**config.mk**
```make
export PLATFORM = sky130hd
export DESIGN_NAME = redmule_tiler_seq
export DESIGN_NICKNAME = d
export VERILOG_FILES = /design/src/rtl/redmule_tiler_seq.sv
export SDC_FILE = /design/constraint.sdc
export NUM_CORES = 1
export LEC_CHECK = 0
export BUFFER_PORTS_ARGS = -buffer_cell sky130_fd_sc_hd__clkbuf_2
export CORE_ASPECT_RATIO = 1.25
export CORE_MARGIN = 2
export CORE_UTILIZATION = 58
export CTS_CLUSTER_SIZE = 10
export DETAILED_ROUTE_END_ITERATION = 10
export PLACE_DENSITY = 0.86
export SLEW_MARGIN = 20
export SYNTH_ARGS = -nofsm -noshare
export SYNTH_HDL_FRONTEND = slang
export SYNTH_SLANG_ARGS = --single-unit
```
**constraint.sdc**
```tcl
create_clock -name clk_i -period 7 [get_ports clk_i]
set_input_delay 0.7 -clock clk_i [delete_from_list [all_inputs] [get_ports clk_i]]
set_output_delay 0.7 -clock clk_i [all_outputs]
set_load 0.02 [all_outputs]
```
**src/rtl/redmule_tiler_seq.sv**
```systemverilog
// GEMM tiling stage: sequential divide/multiply over a latched job descriptor, valid/ready result bus.
// Define REDMULE_TILER_ZERO_CHECK_EN to reject descriptors with a zero m, n or k size.
module redmule_tiler_seq #(
  parameter int unsigned ARRAY_W   = 12,
  parameter int unsigned ARRAY_H   = 4,
  parameter int unsigned PIPE_REGS = 3
) (
  input  logic        clk_i,
  input  logic        rst_i,
  input  logic        clear_i,
  input  logic        cfg_valid_i,
  output logic        cfg_ready_o,
  input  logic [15:0] m_size_i,
  input  logic [15:0] n_size_i,
  input  logic [15:0] k_size_i,
  input  logic        fmt_i,
  output logic        out_valid_o,
  input  logic        out_ready_i,
  output logic [15:0] x_rows_iter_o,
  output logic [15:0] x_cols_iter_o,
  output logic [15:0] w_rows_iter_o,
  output logic [15:0] w_cols_iter_o,
  output logic [7:0]  x_rows_lftovr_o,
  output logic [7:0]  x_cols_lftovr_o,
  output logic [7:0]  w_rows_lftovr_o,
  output logic [7:0]  w_cols_lftovr_o,
  output logic [15:0] tot_stores_o,
  output logic [31:0] tot_x_read_o,
  output logic [31:0] w_tot_len_o,
  output logic [31:0] z_tot_len_o,
  output logic [31:0] x_d1_stride_o,
  output logic [31:0] w_d0_stride_o,
  output logic [31:0] x_rows_offs_o,
  output logic        out_err_o
);
  localparam int unsigned TILE     = ARRAY_H * (PIPE_REGS + 1);
  localparam int unsigned TILE_LOG = $clog2(TILE);
  localparam logic [8:0]  AW9      = 9'(ARRAY_W);
  localparam logic [31:0] AW32     = 32'(ARRAY_W);
  localparam logic [15:0] TMASK    = 16'(TILE - 1);
  localparam logic [15:0] HMASK    = 16'(ARRAY_H - 1);
`ifdef REDMULE_TILER_ZERO_CHECK_EN
  localparam logic ZERO_CHK = 1'b1;
`else
  localparam logic ZERO_CHK = 1'b0;
`endif

  typedef enum logic [2:0] {
    S_IDLE = 3'd0, S_DIV = 3'd1, S_MUL1 = 3'd2, S_MUL2 = 3'd3, S_DONE = 3'd4
  } state_e;

  typedef struct packed {
    logic [15:0] x_rows_iter;
    logic [15:0] x_cols_iter;
    logic [15:0] w_rows_iter;
    logic [15:0] w_cols_iter;
    logic [7:0]  x_rows_lftovr;
    logic [7:0]  x_cols_lftovr;
    logic [7:0]  w_rows_lftovr;
    logic [7:0]  w_cols_lftovr;
    logic [15:0] tot_stores;
    logic [31:0] tot_x_read;
    logic [31:0] w_tot_len;
    logic [31:0] z_tot_len;
    logic [31:0] x_d1_stride;
    logic [31:0] w_d0_stride;
    logic [31:0] x_rows_offs;
  } res_t;

  state_e      state_q, state_d;
  logic [3:0]  cnt_q, cnt_d;
  logic [15:0] n_q, n_d, k_q, k_d, quo_q, quo_d;
  logic        fmt_q, fmt_d, valid_q, valid_d, err_q, err_d;
  logic [7:0]  rem_q, rem_d;
  logic [31:0] acc1_q, acc1_d;
  logic [47:0] acc2_q, acc2_d, acc3_q, acc3_d;
  res_t        res_q, res_d;

  logic        zero_s;
  logic [8:0]  trial_s;
  logic [15:0] qn_s, rn_s, qk_s, rk_s, wr_s;
  logic [15:0] x_rows_iter_s, x_cols_iter_s, w_rows_iter_s, w_cols_iter_s;
  logic [3:0]  bidx_s;
  logic [31:0] xd1_s, wd0_s;

  assign zero_s  = (m_size_i == 16'd0) | (n_size_i == 16'd0) | (k_size_i == 16'd0);
  assign trial_s = {rem_q, quo_q[15]};
  assign qn_s    = n_q >> TILE_LOG;
  assign rn_s    = n_q & TMASK;
  assign qk_s    = k_q >> TILE_LOG;
  assign rk_s    = k_q & TMASK;
  assign wr_s    = n_q & HMASK;
  // Iteration counts are valid from MUL1 on, once the divider has settled.
  assign x_rows_iter_s = quo_q + {15'd0, rem_q != 8'd0};
  assign x_cols_iter_s = qn_s + {15'd0, rn_s != 16'd0};
  assign w_cols_iter_s = qk_s + {15'd0, rk_s != 16'd0};
  assign w_rows_iter_s = (wr_s == 16'd0) ? n_q : (n_q + 16'(ARRAY_H) - wr_s);
  assign bidx_s = 4'd15 - cnt_q;
  assign xd1_s  = fmt_q ? {16'd0, n_q} : {15'd0, n_q, 1'b0};
  assign wd0_s  = fmt_q ? {16'd0, k_q} : {15'd0, k_q, 1'b0};

  // Next-state and datapath: one divider bit or one multiplier bit per cycle.
  always_comb begin
    state_d = state_q;
    cnt_d   = cnt_q;
    n_d     = n_q;
    k_d     = k_q;
    fmt_d   = fmt_q;
    quo_d   = quo_q;
    rem_d   = rem_q;
    acc1_d  = acc1_q;
    acc2_d  = acc2_q;
    acc3_d  = acc3_q;
    valid_d = valid_q;
    err_d   = err_q;
    res_d   = res_q;
    if (clear_i) begin
      state_d = S_IDLE;
      valid_d = 1'b0;
      err_d   = 1'b0;
    end else begin
      case (state_q)
        S_IDLE: begin
          if (cfg_valid_i) begin
            n_d    = n_size_i;
            k_d    = k_size_i;
            fmt_d  = fmt_i;
            quo_d  = m_size_i;
            rem_d  = 8'd0;
            cnt_d  = 4'd0;
            acc1_d = 32'd0;
            acc2_d = 48'd0;
            acc3_d = 48'd0;
            if (ZERO_CHK && zero_s) begin
              state_d = S_DONE;
              valid_d = 1'b1;
              err_d   = 1'b1;
              res_d   = '0;
            end else begin
              state_d = S_DIV;
            end
          end else begin
            state_d = S_IDLE;
          end
        end
        S_DIV: begin
          if (trial_s >= AW9) begin
            rem_d = 8'(trial_s - AW9);
            quo_d = {quo_q[14:0], 1'b1};
          end else begin
            rem_d = trial_s[7:0];
            quo_d = {quo_q[14:0], 1'b0};
          end
          cnt_d   = cnt_q + 4'd1;
          state_d = (cnt_q == 4'd15) ? S_MUL1 : S_DIV;
        end
        S_MUL1: begin
          acc1_d  = (acc1_q << 1) + (w_cols_iter_s[bidx_s] ? {16'd0, x_rows_iter_s} : 32'd0);
          cnt_d   = cnt_q + 4'd1;
          state_d = (cnt_q == 4'd15) ? S_MUL2 : S_MUL1;
        end
        S_MUL2: begin
          acc2_d = (acc2_q << 1) + (x_cols_iter_s[bidx_s] ? {16'd0, acc1_q} : 48'd0);
          acc3_d = (acc3_q << 1) + (w_rows_iter_s[bidx_s] ? {16'd0, acc1_q} : 48'd0);
          cnt_d  = cnt_q + 4'd1;
          if (cnt_q == 4'd15) begin
            state_d             = S_DONE;
            valid_d             = 1'b1;
            res_d.x_rows_iter   = x_rows_iter_s;
            res_d.x_cols_iter   = x_cols_iter_s;
            res_d.w_rows_iter   = w_rows_iter_s;
            res_d.w_cols_iter   = w_cols_iter_s;
            res_d.x_rows_lftovr = rem_q;
            res_d.x_cols_lftovr = rn_s[7:0];
            res_d.w_rows_lftovr = wr_s[7:0];
            res_d.w_cols_lftovr = rk_s[7:0];
            res_d.tot_stores    = acc1_q[15:0];
            res_d.tot_x_read    = acc2_d[31:0];
            res_d.w_tot_len     = acc3_d[31:0];
            res_d.z_tot_len     = AW32 * {16'd0, acc1_q[15:0]};
            res_d.x_d1_stride   = xd1_s;
            res_d.w_d0_stride   = wd0_s;
            res_d.x_rows_offs   = AW32 * xd1_s;
          end else begin
            state_d = S_MUL2;
          end
        end
        S_DONE: begin
          if (out_ready_i) begin
            state_d = S_IDLE;
            valid_d = 1'b0;
            err_d   = 1'b0;
          end else begin
            state_d = S_DONE;
          end
        end
        default: begin
          state_d = S_IDLE;
          valid_d = 1'b0;
          err_d   = 1'b0;
        end
      endcase
    end
  end

  // FSM state register.
  always_ff @(posedge clk_i) begin
    if (rst_i) begin
      state_q <= S_IDLE;
    end else begin
      state_q <= state_d;
    end
  end

  // Datapath and result registers.
  always_ff @(posedge clk_i) begin
    if (rst_i) begin
      cnt_q   <= 4'd0;
      n_q     <= 16'd0;
      k_q     <= 16'd0;
      fmt_q   <= 1'b0;
      quo_q   <= 16'd0;
      rem_q   <= 8'd0;
      acc1_q  <= 32'd0;
      acc2_q  <= 48'd0;
      acc3_q  <= 48'd0;
      valid_q <= 1'b0;
      err_q   <= 1'b0;
      res_q   <= '0;
    end else begin
      cnt_q   <= cnt_d;
      n_q     <= n_d;
      k_q     <= k_d;
      fmt_q   <= fmt_d;
      quo_q   <= quo_d;
      rem_q   <= rem_d;
      acc1_q  <= acc1_d;
      acc2_q  <= acc2_d;
      acc3_q  <= acc3_d;
      valid_q <= valid_d;
      err_q   <= err_d;
      res_q   <= res_d;
    end
  end

  assign cfg_ready_o     = (state_q == S_IDLE);
  assign out_valid_o     = valid_q;
  assign out_err_o       = err_q;
  assign x_rows_iter_o   = res_q.x_rows_iter;
  assign x_cols_iter_o   = res_q.x_cols_iter;
  assign w_rows_iter_o   = res_q.w_rows_iter;
  assign w_cols_iter_o   = res_q.w_cols_iter;
  assign x_rows_lftovr_o = res_q.x_rows_lftovr;
  assign x_cols_lftovr_o = res_q.x_cols_lftovr;
  assign w_rows_lftovr_o = res_q.w_rows_lftovr;
  assign w_cols_lftovr_o = res_q.w_cols_lftovr;
  assign tot_stores_o    = res_q.tot_stores;
  assign tot_x_read_o    = res_q.tot_x_read;
  assign w_tot_len_o     = res_q.w_tot_len;
  assign z_tot_len_o     = res_q.z_tot_len;
  assign x_d1_stride_o   = res_q.x_d1_stride;
  assign w_d0_stride_o   = res_q.w_d0_stride;
  assign x_rows_offs_o   = res_q.x_rows_offs;

endmodule

```
==> metrics.csv <==
stage,metric,value,unit
setup_path,cell mode on critical path,ha_1,
clock_network,Skew-Pair Late Insertion Delay,0.57,ns
global_routing,global-route wire length before repair,99900,um
setup_path,arrival time at the worst endpoint,6.69,ns
timing,"Hold Violations, Final",0,
placement,placed cell area,23300,um2
final_layout,multi-input logic area,13300,um2
final_layout,nets,3137,
synthesis,ys flop type,dfxtp_1,
setup_path,Worst setup SP type,flip-flop,
detailed_routing,Routed wire per std cell,18.5,um
setup_path,CP required,7.45,ns
placement,GP Congestion,0.928,
final_layout,register area,7650,um2
setup_path,critical path's largest stage delay,0.57,ns
clock_network,clock buffer depth,3,
final_layout,synth-to-layout area growth,11.1,%
clock_network,Num CTS Buffers,44,
setup_path,CP Buf/Inv Count,1,
synthesis,Synth Warn #,0,
synthesis,post-synthesis sequential area ratio,34.8,%
pwr,standby leakage power,10.2,nW
pwr,Peak VDD IR,0.179,mV
timing,final setup fails,0,
clock_network,Num Clock Sinks,382,
floorplanning,chip height,222,um
placement,DP Worst Slack,1.06,ns
detailed_routing,DR vias,20500,
detailed_routing,Post-DRT Antenna Nets,0,
synthesis,Synth top area share,34.8,%
global_routing,largest net degree at the start of global routing,100,
floorplanning,Die Area,39500,um2
synthesis,list of most frequent post-synthesis cells,"nand2_1, dfxtp_1, a21oi_1",
global_routing,total global-route track usage,31.0,%
synthesis,"Cell Area, Synth",22000,um2
floorplanning,Die W,178,um
min_path,Hold WC Path Type,input pin to flip-flop,
clock_network,Worst-path clk slew,0.06,ns
placement,Port Buffers,282,
final_layout,cell area after layout,24400,um2
floorplanning,Starting Density,59.0,%
clock_network,"Gates resized, CTS repair",0,
timing,final max-slew violation count,0,
clock_network,# hold bufs at CTS,0,
floorplanning,I/O pin count,361,
setup_path,family with the most delay on the worst path,compound AO/OA/AOI/OAI gates,
setup_path,CP max FO,33,
synthesis,post-synth cell types,90,
placement,DP HPWL,45800,um
global_routing,initial antenna violation count,1,
timing,final hold slack,0.361,ns
synthesis,register bit total from synthesis,382,
timing,setup slack after layout,0.761,ns
detailed_routing,drt first pass iters,7,
global_routing,total gr overflow,0,
pwr,P per Cell Area,186,nW/um2
timing,Final min period,6.24,ns
timing,RSZ-0062 raised after global routing,no,
detailed_routing,post-DR vias/cell,5.97,
run,MaxCap Viol Count,0,
clock_network,setup repair bufs after CTS,0,
timing,final setup TNS,0,ns
timing,worst-margin pin slew,1.14,ns
synthesis,Post-Synthesis Cells,2741,
final_layout,Finished Core Util,65.6,%
clock_network,CTS tree,done,
detailed_routing,Initial DRC Count,1289,
final_layout,Fill cells,3152,
setup_path,"slowest stage cell, crit path",and4_1,
clock_network,Root Buffer,clkbuf_16,
timing,f_max,160,MHz
synthesis,ys async rst share,0,%
detailed_routing,Routed WL,63400,um
floorplanning,Core Box Area,37300,um2
global_routing,vias in the first global route,19700,
setup_path,Worst Setup End Kind,flip-flop,
placement,Inst Count DP,3374,
clock_network,H-tree Lvls,2,
synthesis,number of synthesized flops with an enable pin,0,
synthesis,Area contributors post-synth,"dfxtp_1, ha_1, nand2_1",
synthesis,"count leader, synth",nand2_1,
detailed_routing,drt drc,0,
outcome,outcome,"finished, final reports clean",
timing,slew margin rel.,23.9,%
pwr,Overall Power,4.56,mW
synthesis,Syn Area/Cell,8.02,um2
synthesis,"area leader, netlist",dfxtp_1,
setup_path,WS Path Type,flip-flop to flip-flop,
setup_path,CP Cell Sequence,nor2_1 > buf_4 > nand2_1 > ha_1 > ha_1 > a2111oi_0 > o21a_1 > a21oi_1 > and4_1 > and2_1 > ha_1 > fa_1 > a211oi_1 > o21ai_1 > and4_1 > o21ai_1 > nand2_1 > a41oi_1 > a21oi_1 > or4_1 > a41o_1,
floorplanning,FP Rows,79,
timing,Tcrit/Tclk final,89.1,%
final_layout,layout cells sized above 1,13.7,%
final_layout,Final Non-Filler Cells,3426,
timing,final clock skew,0.0268,ns
==> area by class of cell <==
cell class	count	area share (%)
Inverter	53	0.814
Sequential cell	382	31.3
Timing Repair Buffer	302	6.43
Tap cell	486	2.49
Multi-Input combinational cell	2151	54.2
Clock inverter	3	0.123
Clock buffer	48	4.61
Antenna cell	1	0.0102
==> where the power goes <==
part / total, mW / switching [mW] / internal (mW)
Combinational: 0.344 / 0.236 / 0.107
Clock: 1.99 / 0.863 / 1.12
Sequential: 2.23 / 0.0333 / 2.19
Total: 4.56 / 1.13 / 3.42
==> worst reg2reg max path, cell delays in order (launching register included) <==
cell,delay [ns]
dfxtp_1,0.35
nor2_1,0.11
buf_4,0.28
nand2_1,0.10
ha_1,0.25
ha_1,0.31
a2111oi_0,0.56
o21a_1,0.24
a21oi_1,0.07
and4_1,0.57
and2_1,0.36
ha_1,0.20
fa_1,0.44
a211oi_1,0.35
o21ai_1,0.15
and4_1,0.24
o21ai_1,0.19
nand2_1,0.09
a41oi_1,0.38
a21oi_1,0.15
or4_1,0.50
a41o_1,0.23
==> cells in the final DEF (no fill, tap or decap), types with 10 or more instances in the layout <==
cell,count
nand3_1,53
and3_1,17
a22o_1,30
o21a_1,15
nand2b_1,27
nor3_1,44
nand2_1,445
nor2b_1,18
buf_4,20
nand4_1,15
o21ai_0,103
inv_1,52
a31oi_1,11
clkbuf_16,44
a21oi_1,260
a211oi_1,97
ha_1,144
or3_1,19
clkbuf_2,281
a21o_1,28
and2_1,72
xnor2_1,97
or2_2,10
dfxtp_1,381
a22oi_1,54
mux2i_1,37
nor2_1,250
conb_1,78
xor2_1,55
nor4_1,13
==> path summary, 6_finish.rpt <==
| kind | from | slack (ns) | depth (start not counted) | to |
|---|---|---|---|---|
| max | n_q[0] | 0.76 | 21 | tot_x_read_o[31] |
| min | k_size_i[7] | 0.36 | 3 | k_q[7] |
| max reg2reg | n_q[0] | 0.76 | 21 | tot_x_read_o[31] |
| min reg2reg | acc3_q[24] | 0.44 | 2 | acc3_q[24] |
==> kinds of logic after synthesis <==
logic type / synth area share, %
AOI/OAI and AO/OA: 20.9
xor gates and xnor gates: 6.05
adders and majority gates: 8.65
buffers and inverters: 6.47
DFF: 34.8
muxes: 2.04
other: 0.0171
and+or+nand+nor: 21.1
==> layer usage <==
metal	GRT usage, %	share of wire (%)
met3	6.40	7.0
met1	34.6	38
met2	54.6	50
met4	17.0	5.8
met5	0	0
==> state kept, by name, indices dropped and copies added (netlist names), 4 cells and up <==
signal           count
w_cols_iter_o       13
z_tot_len_o         17
w_d0_stride_o       17
x_rows_offs_o       18
k_q                 16
tot_stores_o        16
acc3_q              31
cnt_q                4
n_q                 16
acc2_q              31
w_tot_len_o         32
quo_q               16
x_cols_iter_o       13
w_rows_iter_o       16
w_cols_lftovr_o      4
acc1_q              32
rem_q                8
x_rows_iter_o       16
x_rows_lftovr_o      8
x_d1_stride_o       17
tot_x_read_o        32
No activity file was read; power rests on OpenSTA's default activity.
